## src/rtl/t5_pkg.sv

```systemverilog
// Shared definitions for the t5 fetch/execute blocks: FSM encoding, hart-count
// derivation and the default reset PC.
package t5_pkg;

  typedef enum logic {
    StIdle = 1'b0,
    StWait = 1'b1
  } fetch_state_e;

  localparam logic [31:0] RESET_PC_DEFAULT = 32'h0000_0000;

  function automatic int unsigned nhart_of(input int unsigned hbit);
    return 32'd1 << hbit;
  endfunction

endpackage

```

## src/rtl/t5_rrarb.sv

```systemverilog
// Combinational round-robin grant: the first requester strictly after ptr,
// searched cyclically, so ptr itself has the lowest priority.
module t5_rrarb
  import t5_pkg::*;
#(
  parameter  int unsigned HBIT  = 2,
  localparam int unsigned NHART = nhart_of(HBIT)
) (
  input  logic [NHART-1:0] req,
  input  logic [HBIT-1:0]  ptr,
  output logic             gnt_vld,
  output logic [HBIT-1:0]  gnt_id
);

  logic [HBIT-1:0] idx;

  always_comb begin
    gnt_vld = 1'b0;
    gnt_id  = '0;
    idx     = '0;
    for (int unsigned k = 1; k <= NHART; k++) begin
      // k == NHART wraps back onto ptr itself
      idx = ptr + HBIT'(k);
      if (!gnt_vld && req[idx]) begin
        gnt_vld = 1'b1;
        gnt_id  = idx;
      end
    end
  end

endmodule

```

## src/rtl/t5_fetch.sv

```systemverilog
// Multi-hart instruction fetch: round-robin issue over a strobe/ack bus with one
// outstanding instruction per hart until execute writes back its next PC.
module t5_fetch
  import t5_pkg::*;
#(
  parameter  int unsigned     XLEN     = 32,
  parameter  int unsigned     HBIT     = 2,
  parameter  logic [XLEN-1:0] RESET_PC = XLEN'(RESET_PC_DEFAULT),
  localparam int unsigned     NHART    = nhart_of(HBIT)
) (
  input  logic             sclk,
  input  logic             srst,
  input  logic             sena,
  input  logic [NHART-1:0] hena,
  output logic [XLEN-3:0]  iadr,
  output logic             istb,
  input  logic             iack,
  input  logic [XLEN-1:0]  idat,
  output logic             fvld,
  output logic [XLEN-1:0]  finst,
  output logic [XLEN-1:0]  fpc,
  output logic [HBIT-1:0]  fhart,
  input  logic             xvld,
  input  logic [HBIT-1:0]  xhart,
  input  logic             xbra,
  input  logic [XLEN-1:0]  xbpc,
  input  logic [XLEN-1:0]  xpc
);

  fetch_state_e    state;
  logic [HBIT-1:0] ptr;
  logic [HBIT-1:0] gnt;
  logic [NHART-1:0] busy;
  logic [XLEN-3:0] pcw [NHART];

  logic [NHART-1:0] elig;
  logic             gnt_vld;
  logic [HBIT-1:0]  gnt_id;
  logic [XLEN-1:0]  wb_pc;
  logic             arb;
  logic             unused_lsb;

  // PCs are word aligned, so only word addresses are stored
  assign wb_pc      = xbra ? xbpc : xpc;
  assign unused_lsb = ^wb_pc[1:0];

  // Registered busy: a same-cycle writeback does not make its hart eligible yet
  assign elig = hena & ~busy;
  assign arb  = (state == StIdle) || iack;

  t5_rrarb #(
    .HBIT(HBIT)
  ) u_rrarb (
    .req    (elig),
    .ptr    (ptr),
    .gnt_vld(gnt_vld),
    .gnt_id (gnt_id)
  );

  always_ff @(posedge sclk or posedge srst) begin
    if (srst) begin
      state <= StIdle;
      ptr   <= HBIT'(NHART - 1);
      gnt   <= '0;
      busy  <= '0;
      for (int h = 0; h < NHART; h++) pcw[h] <= RESET_PC[XLEN-1:2];
      istb  <= 1'b0;
      iadr  <= '0;
      fvld  <= 1'b0;
      finst <= '0;
      fpc   <= '0;
      fhart <= '0;
    end else if (sena) begin
      fvld <= 1'b0;
      if (xvld) begin
        pcw[xhart]  <= wb_pc[XLEN-1:2];
        busy[xhart] <= 1'b0;
      end
      if (state == StWait && iack) begin
        finst <= idat;
        fpc   <= {iadr, 2'b00};
        fhart <= gnt;
        fvld  <= 1'b1;
      end
      if (arb) begin
        if (gnt_vld) begin
          // Issued after the writeback clear, so a new grant keeps its hart busy
          gnt          <= gnt_id;
          ptr          <= gnt_id;
          iadr         <= pcw[gnt_id];
          istb         <= 1'b1;
          busy[gnt_id] <= 1'b1;
          state        <= StWait;
        end else begin
          istb  <= 1'b0;
          state <= StIdle;
        end
      end
    end
  end

endmodule

```

## config.mk

```make
export PLATFORM = sky130hd
export DESIGN_NAME = t5_fetch
export DESIGN_NICKNAME = d
export VERILOG_FILES = /design/src/rtl/t5_pkg.sv /design/src/rtl/t5_rrarb.sv /design/src/rtl/t5_fetch.sv
export SDC_FILE = /design/constraint.sdc
export NUM_CORES = 1
export LEC_CHECK = 0
export BUFFER_PORTS_ARGS = -buffer_cell sky130_fd_sc_hd__buf_2
export CAP_MARGIN = 20
export CORE_UTILIZATION = 40
export DETAILED_ROUTE_END_ITERATION = 16
export PLACE_DENSITY = 0.63
export SLEW_MARGIN = 20
export SYNTH_ARGS = -nofsm -noshare
export SYNTH_HDL_FRONTEND = slang
export SYNTH_SLANG_ARGS = --single-unit
```

## constraint.sdc

```tcl
create_clock -name sclk -period 5.6 [get_ports sclk]
set_input_delay 0 -clock sclk [delete_from_list [all_inputs] [get_ports sclk]]
set_output_delay 0 -clock sclk [all_outputs]
set_load 0.03 [all_outputs]
```

**Word-level counts from Yosys, hierarchy flattened**

Cells that the tools add are included.

- Output and inout bits: 98
- Input port bits: 108
- Flip-flop bits (word level): 224

- Order comparisons: 11
- Bitwise logic cells: 8
- Reductions and logical operators: 15
- Add/subtract/negate cells: 3
- Multiplexer cells: 33

Operators with widths:

| kind | number |
|---|---|
| bitwise mux 120 bit | 1 |
| 2-to-1 mux 30 bit | 3 |
| binary-select mux 30 bit (select 2 bit) | 1 |
| demux 30 bit (select 2 bit) | 1 |
| 2-to-1 mux 32 bit | 1 |
| less-than comparator 2 x 3 -> 1 bit, second input constant | 6 |
| 2-to-1 mux 4 bit | 4 |
| 2-to-1 mux 1 bit | 12 |
| bitwise AND 4 bit | 2 |
| binary-select mux 1 bit (select 2 bit) | 4 |
| 2-to-1 mux 2 bit | 4 |
| NOT 4 bit | 2 |
| logical AND 1 bit | 7 |
| >= comparator 3 bit, second input constant | 2 |
| NOT 2 -> 3 bit | 2 |
| AND reduction 2 bit | 3 |
| adder 2 bit, second input constant | 2 |
| demux 1 bit (select 2 bit) | 2 |
| >= comparator 2 x 1 -> 1 bit, second input constant | 2 |
| OR 4 bit | 1 |
| logical NOT 1 bit | 3 |
| less-than comparator 3 x 1 -> 1 bit, second input constant | 1 |
| AND reduction 3 bit | 1 |
| adder 2 x 1 -> 2 bit, second input constant | 1 |
| 2 further kinds | 2 |

**Depth between registers and ports, before layout**

Gate-level depths: netlist of the first run.

- Depth after elaboration: 21
- Mapped depth: 7
- Depth with buffers taken out: 5

**Modules after synthesis**

A second synthesis of the first run with hierarchy kept.

- Cell total of the unflattened synthesis: 713
- Area, all modules: 9392.8 µm²

By module, submodules not included:

| module | area each (µm²) | sequential area each (µm²) | cells an instance | times used |
|---|---|---|---|---|
| t5_fetch | 9301.4 | 5607.9 | 699 | 1 |
| t5_rrarb | 91.3 | 0.0 | 14 | 1 |

**Worst setup path after synthesis of the first run**

No wires, ideal clock.

- Path kind: register -> register
- Start point: reg ptr[1]
- End point: reg iadr[10]
- Cell stages (with the launch flop): 8
- Path slack: 4005 ps
- Path buffers: 2
- Setup time: 138 ps
- Required time: 5462 ps
- Arrival time: 1457 ps
- Cell sequence: dfstp_2 > nand3b_1 > a22oi_1 > nand3_1 > buf_6 > buf_6 > mux2i_1 > o221ai_1

- Cells in the longest elaborated chain, start to end: 17
- Elaborated cells on any way between the ends: 30
- Classes of those cells: 3 x add/sub; 19 x mux; 1 x bitwise; 7 x reduce/logical

Ends and longest elaborated chain:

| item | line | RTL |
|---|---|---|
| start: declaration | t5_fetch.sv:31 | `logic [HBIT-1:0] ptr;` |
| start signal: assignment | t5_fetch.sv:63 | `ptr <= HBIT'(NHART - 1);` |
| start signal: assignment | t5_fetch.sv:89 | `ptr <= gnt_id;` |
| adder 2 x 1 -> 2 bit | t5_rrarb.sv:23 | `idx = ptr + HBIT'(k);` |
| binary-select mux 1 bit (select 2 bit) | t5_rrarb.sv:24 | `if (!gnt_vld && req[idx]) begin` |
| 2-to-1 mux 1 bit (implied by the code) | t5_rrarb.sv:24 |  |
| 2-to-1 mux 1 bit | t5_rrarb.sv:24 |  |
| logical NOT 1 bit | t5_rrarb.sv:24 |  |
| logical AND 1 bit | t5_rrarb.sv:24 |  |
| 2-to-1 mux 1 bit | t5_rrarb.sv:24 |  |
| logical NOT 1 bit | t5_rrarb.sv:24 |  |
| logical AND 1 bit | t5_rrarb.sv:24 |  |
| 2-to-1 mux 1 bit | t5_rrarb.sv:24 |  |
| logical NOT 1 bit | t5_rrarb.sv:24 |  |
| logical AND 1 bit | t5_rrarb.sv:24 |  |
| 2-to-1 mux 2 bit | t5_rrarb.sv:24 |  |
| NOT 2 -> 3 bit (implied by the code) | t5_fetch.sv:90 | `iadr <= pcw[gnt_id];` |
| binary-select mux 30 bit (select 2 bit) | t5_fetch.sv:90 |  |
| 2-to-1 mux 30 bit (implied by the code) (2 in a row) | t5_fetch.sv:90 |  |
| end signal: assignment | t5_fetch.sv:90 |  |
| end: declaration | t5_fetch.sv:15 | `output logic [XLEN-3:0] iadr,` |

Several ways; a longest one is shown, not always the timed one. The select of a mux whose other input is x is not followed.
A chain may end at the register's enable or synchronous reset.

**Final worst setup path of the first run**

- Start point: reg ptr[1]
- End point: reg busy[3]

- Cells in the longest elaborated chain, start to end: 20
- Elaborated cells on any way between the ends: 33
- Classes of those cells: 3 x add/sub; 2 x order compare; 20 x mux; 1 x bitwise; 7 x reduce/logical

Ends and longest elaborated chain:

| item | line | RTL |
|---|---|---|
| adder 2 x 1 -> 2 bit | t5_rrarb.sv:23 |  |
| binary-select mux 1 bit (select 2 bit) | t5_rrarb.sv:24 |  |
| 2-to-1 mux 1 bit (implied by the code) | t5_rrarb.sv:24 |  |
| 2-to-1 mux 1 bit | t5_rrarb.sv:24 |  |
| logical NOT 1 bit | t5_rrarb.sv:24 |  |
| logical AND 1 bit | t5_rrarb.sv:24 |  |
| 2-to-1 mux 1 bit | t5_rrarb.sv:24 |  |
| logical NOT 1 bit | t5_rrarb.sv:24 |  |
| (+4 left out) | -- |  |
| 2-to-1 mux 2 bit | t5_rrarb.sv:24 |  |
| less-than comparator 2 x 3 -> 1 bit (implied by the code) / >= comparator 2 x 1 -> 1 bit (equally long branches) | t5_fetch.sv:92 | `busy[gnt_id] <= 1'b1;` |
| logical AND 1 bit (implied by the code) | t5_fetch.sv:92 |  |
| 2-to-1 mux 1 bit (implied by the code) | t5_fetch.sv:92 |  |
| demux 1 bit (select 2 bit) | t5_fetch.sv:92 |  |
| OR 4 bit (no source line) | -- |  |
| 2-to-1 mux 4 bit * | t5_fetch.sv:86 | `if (gnt_vld) begin` |
| 2-to-1 mux 4 bit * | t5_fetch.sv:85 | `if (arb) begin` |
| end signal: assignment | t5_fetch.sv:65 | `busy <= '0;` |
| end signal: indexed assignment | t5_fetch.sv:77 | `busy[xhart] <= 1'b0;` |
| end signal: indexed assignment | t5_fetch.sv:92 |  |
| end: declaration | t5_fetch.sv:33 | `logic [NHART-1:0] busy;` |

Every way passes the cells marked *; elsewhere a longest branch is shown, timed or not. The select of a mux whose other input is x is not followed.

==> flow_summary_export.csv, run 1 <==
group,metric,value,unit
cells_and_area,layout.nets,1166,
clocking,numClockSinks,224,
synthesis,ys_types,39,
status,outcome,"finished, final reports clean",
detailed_routing,drtAntennaViolNets,0,
synthesis,postSynthCellCount,783,
clocking,cts.htree.levels,1,
timing,tns,0,ns
global_routing,grt_overflow,0,
worst_setup_path,arrival,3.05,ns
clocking,clkTransAtPathRegs,0.06,ns
timing,setup-violations-final,0,
detailed_routing,drc,0,
detailed_routing,vias,6777,
placement,hpwl,12.1,mm
cells_and_area,fillCellCount,2004,
placement,port_buffers,199,
clocking,cts_buffer_depth,3,
floorplan,die-height,155,um
timing,fin_crit,2.61,ns
placement,place_congestion,0.743,
global_routing,grt_pass1_wl,35.3,mm
timing,slew_headroom,0.269,
floorplan,die-area,0.0239,mm^2
detailed_routing,wl_per_cell,15.8,um
synthesis,ys_seq_area_frac,0.603,
clocking,cts_setup_buffers,0,
flow_run,drv_cap,0,
detailed_routing,viasPerCell,4.98,
worst_setup_path,critPathLaunch,"ptr[1]",
worst_setup_path,cp_slowest_cell,"dfstp_2",
synthesis,yosys.area.top_type,"dfrtp_1",
cells_and_area,seqCellArea,0.00561,mm^2
timing,rsz0062_at_grt,"false",
power,ir_worst_vdd,0.273,mV
synthesis,ys_top_cells_by_area,"dfrtp_1 (60%), mux2i_1 (9.7%), mux2_2 (7.7%)",
worst_setup_path,cp-start-kind,"flip-flop",
hold_path,min_from,"hena[0]",
power,power.density,514,mW/mm^2
global_routing,grt_max_degree,111,
timing,slew_violations,0,
detailed_routing,first_pass_iters,4,
worst_setup_path,cp_max_fo,37,
floorplan,initial_utilization,0.410,
timing,fin_worst_skew,0.00547,ns
synthesis,avgSynthCellArea,11.9,um^2
global_routing,grt_pass1_vias,6784,
cells_and_area,multiInputGateArea,0.00340,mm^2
clocking,cts_made_buffers,24,
hold_path,hp-class,"input pin to flip-flop",
synthesis,yosys_warnings,0,
worst_setup_path,worstSetupPathType,"flip-flop to flip-flop",
floorplan,ios,206,
cells_and_area,finish.utilization,0.539,
timing,hold_violations,0,
worst_setup_path,crit_required,6.04,ns
cells_and_area,layout-drive-gt1-share,0.297,
synthesis,syn_area,0.00931,mm^2
detailed_routing,first_iter_violations,243,
global_routing,antenna_found_initial,1,
clocking,clockRootBuffer,"clkbuf_16",
cells_and_area,syn_to_final_growth,31.5,%
timing,period_share,0.466,
worst_setup_path,worstPathCellList,"nand3b_1 -> a22oi_1 -> nand3_4 -> buf_4 -> nor2_1 -> a22o_1",
worst_setup_path,r2r-start,"ptr[1]",
clocking,clk_latency,0.50,ns
synthesis,synth-seq-cells,224,
floorplan,die_width,155,um
timing,max_freq,383,MHz
worst_setup_path,worstSetupEndpointType,"flip-flop",
power,leakage,0.00599,uW
synthesis,yosys.area.top_type_share,0.597,
floorplan,placementRows,55,
timing,tightest_slew,1.10,ns
floorplan,core-area,0.0227,mm^2
global_routing,grt_usage,0.184,
worst_setup_path,crit_path_max_incr_delay,0.60,ns
clocking,cts_tree,"done",
detailed_routing,routed_wirelength,21.5,mm
-- cell usage after synthesis --
cell type / n
a211o_2: 1
a211oi_2: 1
a21o_1: 2
a21o_2: 1
a21oi_1: 30
a21oi_2: 1
a22o_1: 2
a22oi_1: 1
a32o_1: 1
and3_1: 1
buf_2: 12
buf_4: 2
buf_6: 13
clkbuf_1: 27
clkbuf_4: 1
conb_1: 1
dfrtp_1: 222
dfstp_2: 2
inv_1: 3
mux2_2: 64
mux2i_1: 90
nand2_1: 126
nand2_2: 2
nand2b_1: 5
nand3_1: 4
nand3b_1: 1
nand4_1: 3
nand4b_1: 1
nor2_1: 32
nor2b_1: 1
nor3_1: 1
nor3_2: 1
nor3b_1: 1
nor3b_2: 1
o21a_1: 2
o21ai_0: 92
o221ai_1: 30
o22ai_1: 1
or3b_1: 1
-- placed cells by master, fill, tap and decap left out, types with 9 or more instances in the layout --
master | synthesis | final
a21oi_1 | 30 | 30
buf_2 | 12 | 199
clkbuf_1 | 27 | 9
clkbuf_16 | 0 | 25
dfrtp_1 | 222 | 222
dlygate4sd3_1 | 0 | 96
mux2_2 | 64 | 64
mux2i_1 | 90 | 90
nand2_1 | 126 | 125
nor2_1 | 32 | 32
o21ai_0 | 92 | 92
o221ai_1 | 30 | 30
-- area by class of cell --
cell class / count / area share
antenna: 1 / 0.000204
timing repair buffer: 303 / 0.168
sequential: 224 / 0.458
multi-input combinational: 502 / 0.278
inverter: 3 / 0.00123
tap: 285 / 0.0291
clock inverter: 3 / 0.00532
clock buffer: 39 / 0.0595
-- routing by layer --
layer	vias to the layer above	global-route usage	wire, um
met5	-	0	0
met1	3261	0.254	10300
met4	0	0.0453	437
li1	3306	-	-
met2	175	0.304	9820
met3	35	0.0291	936
-- flip-flops by register name (all words and copies together) (netlist names) --
| signal | cells |
|---|---|
| pcw | 120 |
| state | 1 |
| fvld | 1 |
| busy | 4 |
| iadr | 30 |
| fpc | 30 |
| fhart | 2 |
| finst | 32 |
| ptr | 2 |
| gnt | 2 |
-- cell families after synthesis --
family	count (synthesis)	synth area share
simple gates	181	0.0804
buf+inv	58	0.0367
compound gates	165	0.106
mux	154	0.174
other cells	1	0.000403
flops	224	0.603
-- power by group --
part	switching [uW]	internal [uW]	leakage [uW]	total, uW
Clock	614	974	0.000387	1590
Sequential	293	2150	0.00274	2440
Combinational	1400	862	0.00286	2260
-- critical path: cells and delay by family (launching register included) --
kind / cells / cell delay [ns]
buf+inv: 1 / 0.53
simple gates: 3 / 0.91
compound gates: 2 / 0.45
flops: 1 / 0.60
-- path summary, 6_finish.rpt --
kind	end	slack, ns	cells past startpoint
hold / removal	busy[0]	0.07	5
hold reg to reg	pcw[77]	0.48	2
setup / recovery	busy[3]	2.99	6
max in group asynchronous	pcw[76]	4.23	5
setup reg to reg	busy[3]	2.99	6
min in group asynchronous	finst[18]	0.18	3
-- through the flow --
stage / instance area, um^2 / instances / hold WS (ns) / setup WS, ns / total power, uW
floorplan: 9320 / 784 / 0.151 / 2.68 / 4120
global placement: 10400 / 1219 / 0.184 / 2.98 / 4640
detailed placement: 10500 / 1220 / 0.184 / 2.97 / 4690
CTS: 12200 / 1358 / 0.0352 / 2.95 / 6360
global route: 12200 / 1360 / 0.101 / 2.77 / 6660
finish: 12200 / 1360 / 0.0709 / 2.99 / 6290
-- repair_timing --
action / 4_1_cts / 5_1_grt
hold buffers: 96 / 0
endpoints found under the hold margin: 188 / 0
resized for setup: 0 / 0
No activity file was read; power rests on OpenSTA's default activity.
==> inputs of run 2 (changes only) <==
- clock period: 5.6 -> 2.2 ns (I/O delays scaled with it)
==> run 2 against run 1 <==
Compared with the run above: maximum frequency is 32% higher; die area unchanged; clock power rose by 140%; utilization increased by 0.56 points; worst hold slack gained 0.0034 ns; sequential share of layout area fell by 0.47 points; setup slack worse by 2.8 ns; first-iteration DRC count increased by 22%; global-route usage grew 0.096 points; critical endpoint is now iadr[10]; largest cell class unchanged.
==> flow_summary_export.csv, run 2 (synthesis gave the netlist of run 1 again) <==
group,metric,value,unit
cells_and_area,final_common_cell,"dfrtp_1",
placement,place_congestion,0.743,
power,pwr-share-seq,0.391,
power,pwr-share-clk,0.240,
floorplan,die_width,155,um
timing,tightest_slew,0.739,ns
timing,hold_ws,0.0743,ns
clocking,clockRootBuffer,"clkbuf_16",
timing,slew_violations,0,
placement,hpwl,13.2,mm
detailed_routing,drc,0,
flow_run,drv_cap,0,
floorplan,ios,206,
cells_and_area,largest_registers,"pcw x120, finst x32",
detailed_routing,drtAntennaViolNets,0,
detailed_routing,viasPerCell,5.00,
worst_setup_path,cp_max_fo,46,
worst_setup_path,cp_slowest_cell,"dfstp_2",
power,switching_power,5920,uW
placement,port_buffers,199,
placement,placed_cell_area,0.0106,mm^2
global_routing,grt_max_degree,66,
global_routing,grt_overflow,0,
clocking,cts_tree,"done",
cells_and_area,seqCellArea,0.00561,mm^2
worst_setup_path,path_depth,6,
worst_setup_path,cp-start-kind,"flip-flop",
timing,fin_crit,1.97,ns
floorplan,die-height,155,um
global_routing,antenna_found_initial,1,
clocking,cts.repair.resized,0,
clocking,cts.htree.levels,1,
power,swShare,0.372,
timing,max_freq,507,MHz
worst_setup_path,critPathLaunch,"ptr[1]",
cells_and_area,largest_reg_flops,120,
global_routing,grt_pass1_wl,35.5,mm
power,ir_worst_vdd,0.649,mV
floorplan,die-area,0.0239,mm^2
timing,setup-violations-final,0,
cells_and_area,fillCellCount,1943,
global_routing,grt_usage,0.185,
global_routing,grt_pass1_vias,6948,
worst_setup_path,worstSetupPathType,"flip-flop to flip-flop",
worst_setup_path,cp_num_buf_inv,1,
floorplan,placementRows,55,
hold_path,hold_depth,5,
detailed_routing,first_iter_violations,297,
placement,place_inst,1237,
timing,hold_violations,0,
worst_setup_path,worstPathCellList,"nand3b_1 -> a22oi_1 -> nand3_4 -> buf_12 -> mux2i_1 -> o221ai_1",
hold_path,hp-class,"input pin to flip-flop",
detailed_routing,wl_per_cell,15.7,um
cells_and_area,layout-drive-gt1-share,0.310,
timing,fin_worst_skew,0.0145,ns
timing,period_share,0.897,
worst_setup_path,worstSetupEndpointType,"flip-flop",
floorplan,core-area,0.0227,mm^2
hold_path,min_from,"hena[0]",
worst_setup_path,crit_family,"flip-flops",
power,power.density,1290,mW/mm^2
power,p_total,15900,uW
worst_setup_path,r2r-start,"ptr[1]",
cells_and_area,fin_cells,1379,
power,comb_power_share,0.368,
clocking,numClockSinks,224,
floorplan,initial_utilization,0.410,
timing,slew_headroom,0.506,
worst_setup_path,arrival,2.33,ns
timing,rsz0062_at_grt,"false",
cells_and_area,top_register,"pcw",
cells_and_area,layout.nets,1183,
detailed_routing,routed_wirelength,21.7,mm
clocking,clk_latency,0.51,ns
worst_setup_path,worstRegToRegCells,6,
cells_and_area,mostFrequentLayoutCells,"dfrtp_1 (222), buf_2 (199), nand2_1 (125)",
cells_and_area,multiInputGateArea,0.00340,mm^2
cells_and_area,syn_to_final_growth,32.8,%
power,intPower,9990,uW
worst_setup_path,crit_required,2.56,ns
clocking,cts_buffer_depth,3,
detailed_routing,first_pass_iters,4,
cells_and_area,postLayoutCellArea,0.0124,mm^2
detailed_routing,vias,6893,
clocking,cts_made_buffers,25,
power,leakage,0.00607,uW
worst_setup_path,crit_path_max_incr_delay,0.60,ns
clocking,clkTransAtPathRegs,0.06,ns
status,outcome,"finished, final reports clean",
run 2: cell count changes in the layout (fill, tap and decap cells not counted):
cell | previous run | this run
clkinv_2 | 1 | 6
clkbuf_8 | 5 | 4
clkinvlp_4 | 1 | 2
buf_12 | 2 | 7
buf_4 | 5 | 17
clkinv_4 | 0 | 1
clkbuf_1 | 9 | 8
buf_16 | 1 | 0
bufinv_16 | 2 | 0
run 2: through the flow:
step | setup WS, ns | utilization | TNS, ns
final | 0.227 | 0.544 | 0
after global routing | 0.102 | 0.544 | 0
after CTS | 0.216 | 0.544 | 0
after detailed placement | 0.217 | 0.469 | 0
after global placement | 0.282 | 0.469 | 0
after floorplan | -0.722 | - | -160.37
run 2: routing by layer:
layer / track usage / part of all wire / up-vias / wire length (um)
met5: 0 / 0 / - / 0
met4: 0.0481 / 0.015 / 0 / 333
met3: 0.0294 / 0.050 / 26 / 1070
met2: 0.308 / 0.47 / 174 / 10100
met1: 0.252 / 0.47 / 3349 / 10100
li1: - / - / 3344 / -
run 2: layout make-up:
type | instances | share of cell area
diodes | 1 | 0.000202
clock buffers | 37 | 0.0575
clock inverters | 8 | 0.00374
inverters | 3 | 0.00121
multi-input cells | 502 | 0.275
flip-flops and latches | 224 | 0.454
well taps | 285 | 0.0288
repair buffers | 319 | 0.180
run 2: final timing paths:
check                            endpoint  slack (ns)
worst max-delay path             iadr[10]        0.23
worst min-delay path              busy[0]        0.07
worst max register to register   iadr[10]        0.23
worst min register to register     pcw[4]        0.48
max in group asynchronous       finst[29]        1.31
min in group asynchronous         pcw[34]        0.12
run 2: power groups by stage:
stage | registers [uW] | logic, uW | clock network [uW]
finish | 6230 | 5860 | 3820
global route | 6420 | 6320 | 4140
CTS | 6240 | 5930 | 3950
detailed placement | 6300 | 5770 | 0
global placement | 6260 | 5680 | 0
floorplan | 7780 | 2690 | 0
run 2: worst reg2reg max path, stage by stage, from the launching register on:
cell	delay, ns
dfstp_2	0.60
nand3b_1	0.14
a22oi_1	0.26
nand3_4	0.20
buf_12	0.27
mux2i_1	0.23
o221ai_1	0.14
run 2: repair_timing:
action                                 in CTS  in global routing
hold buffers                               96                  0
buffers inserted                            0                  0
endpoints found under the hold margin     200                  0
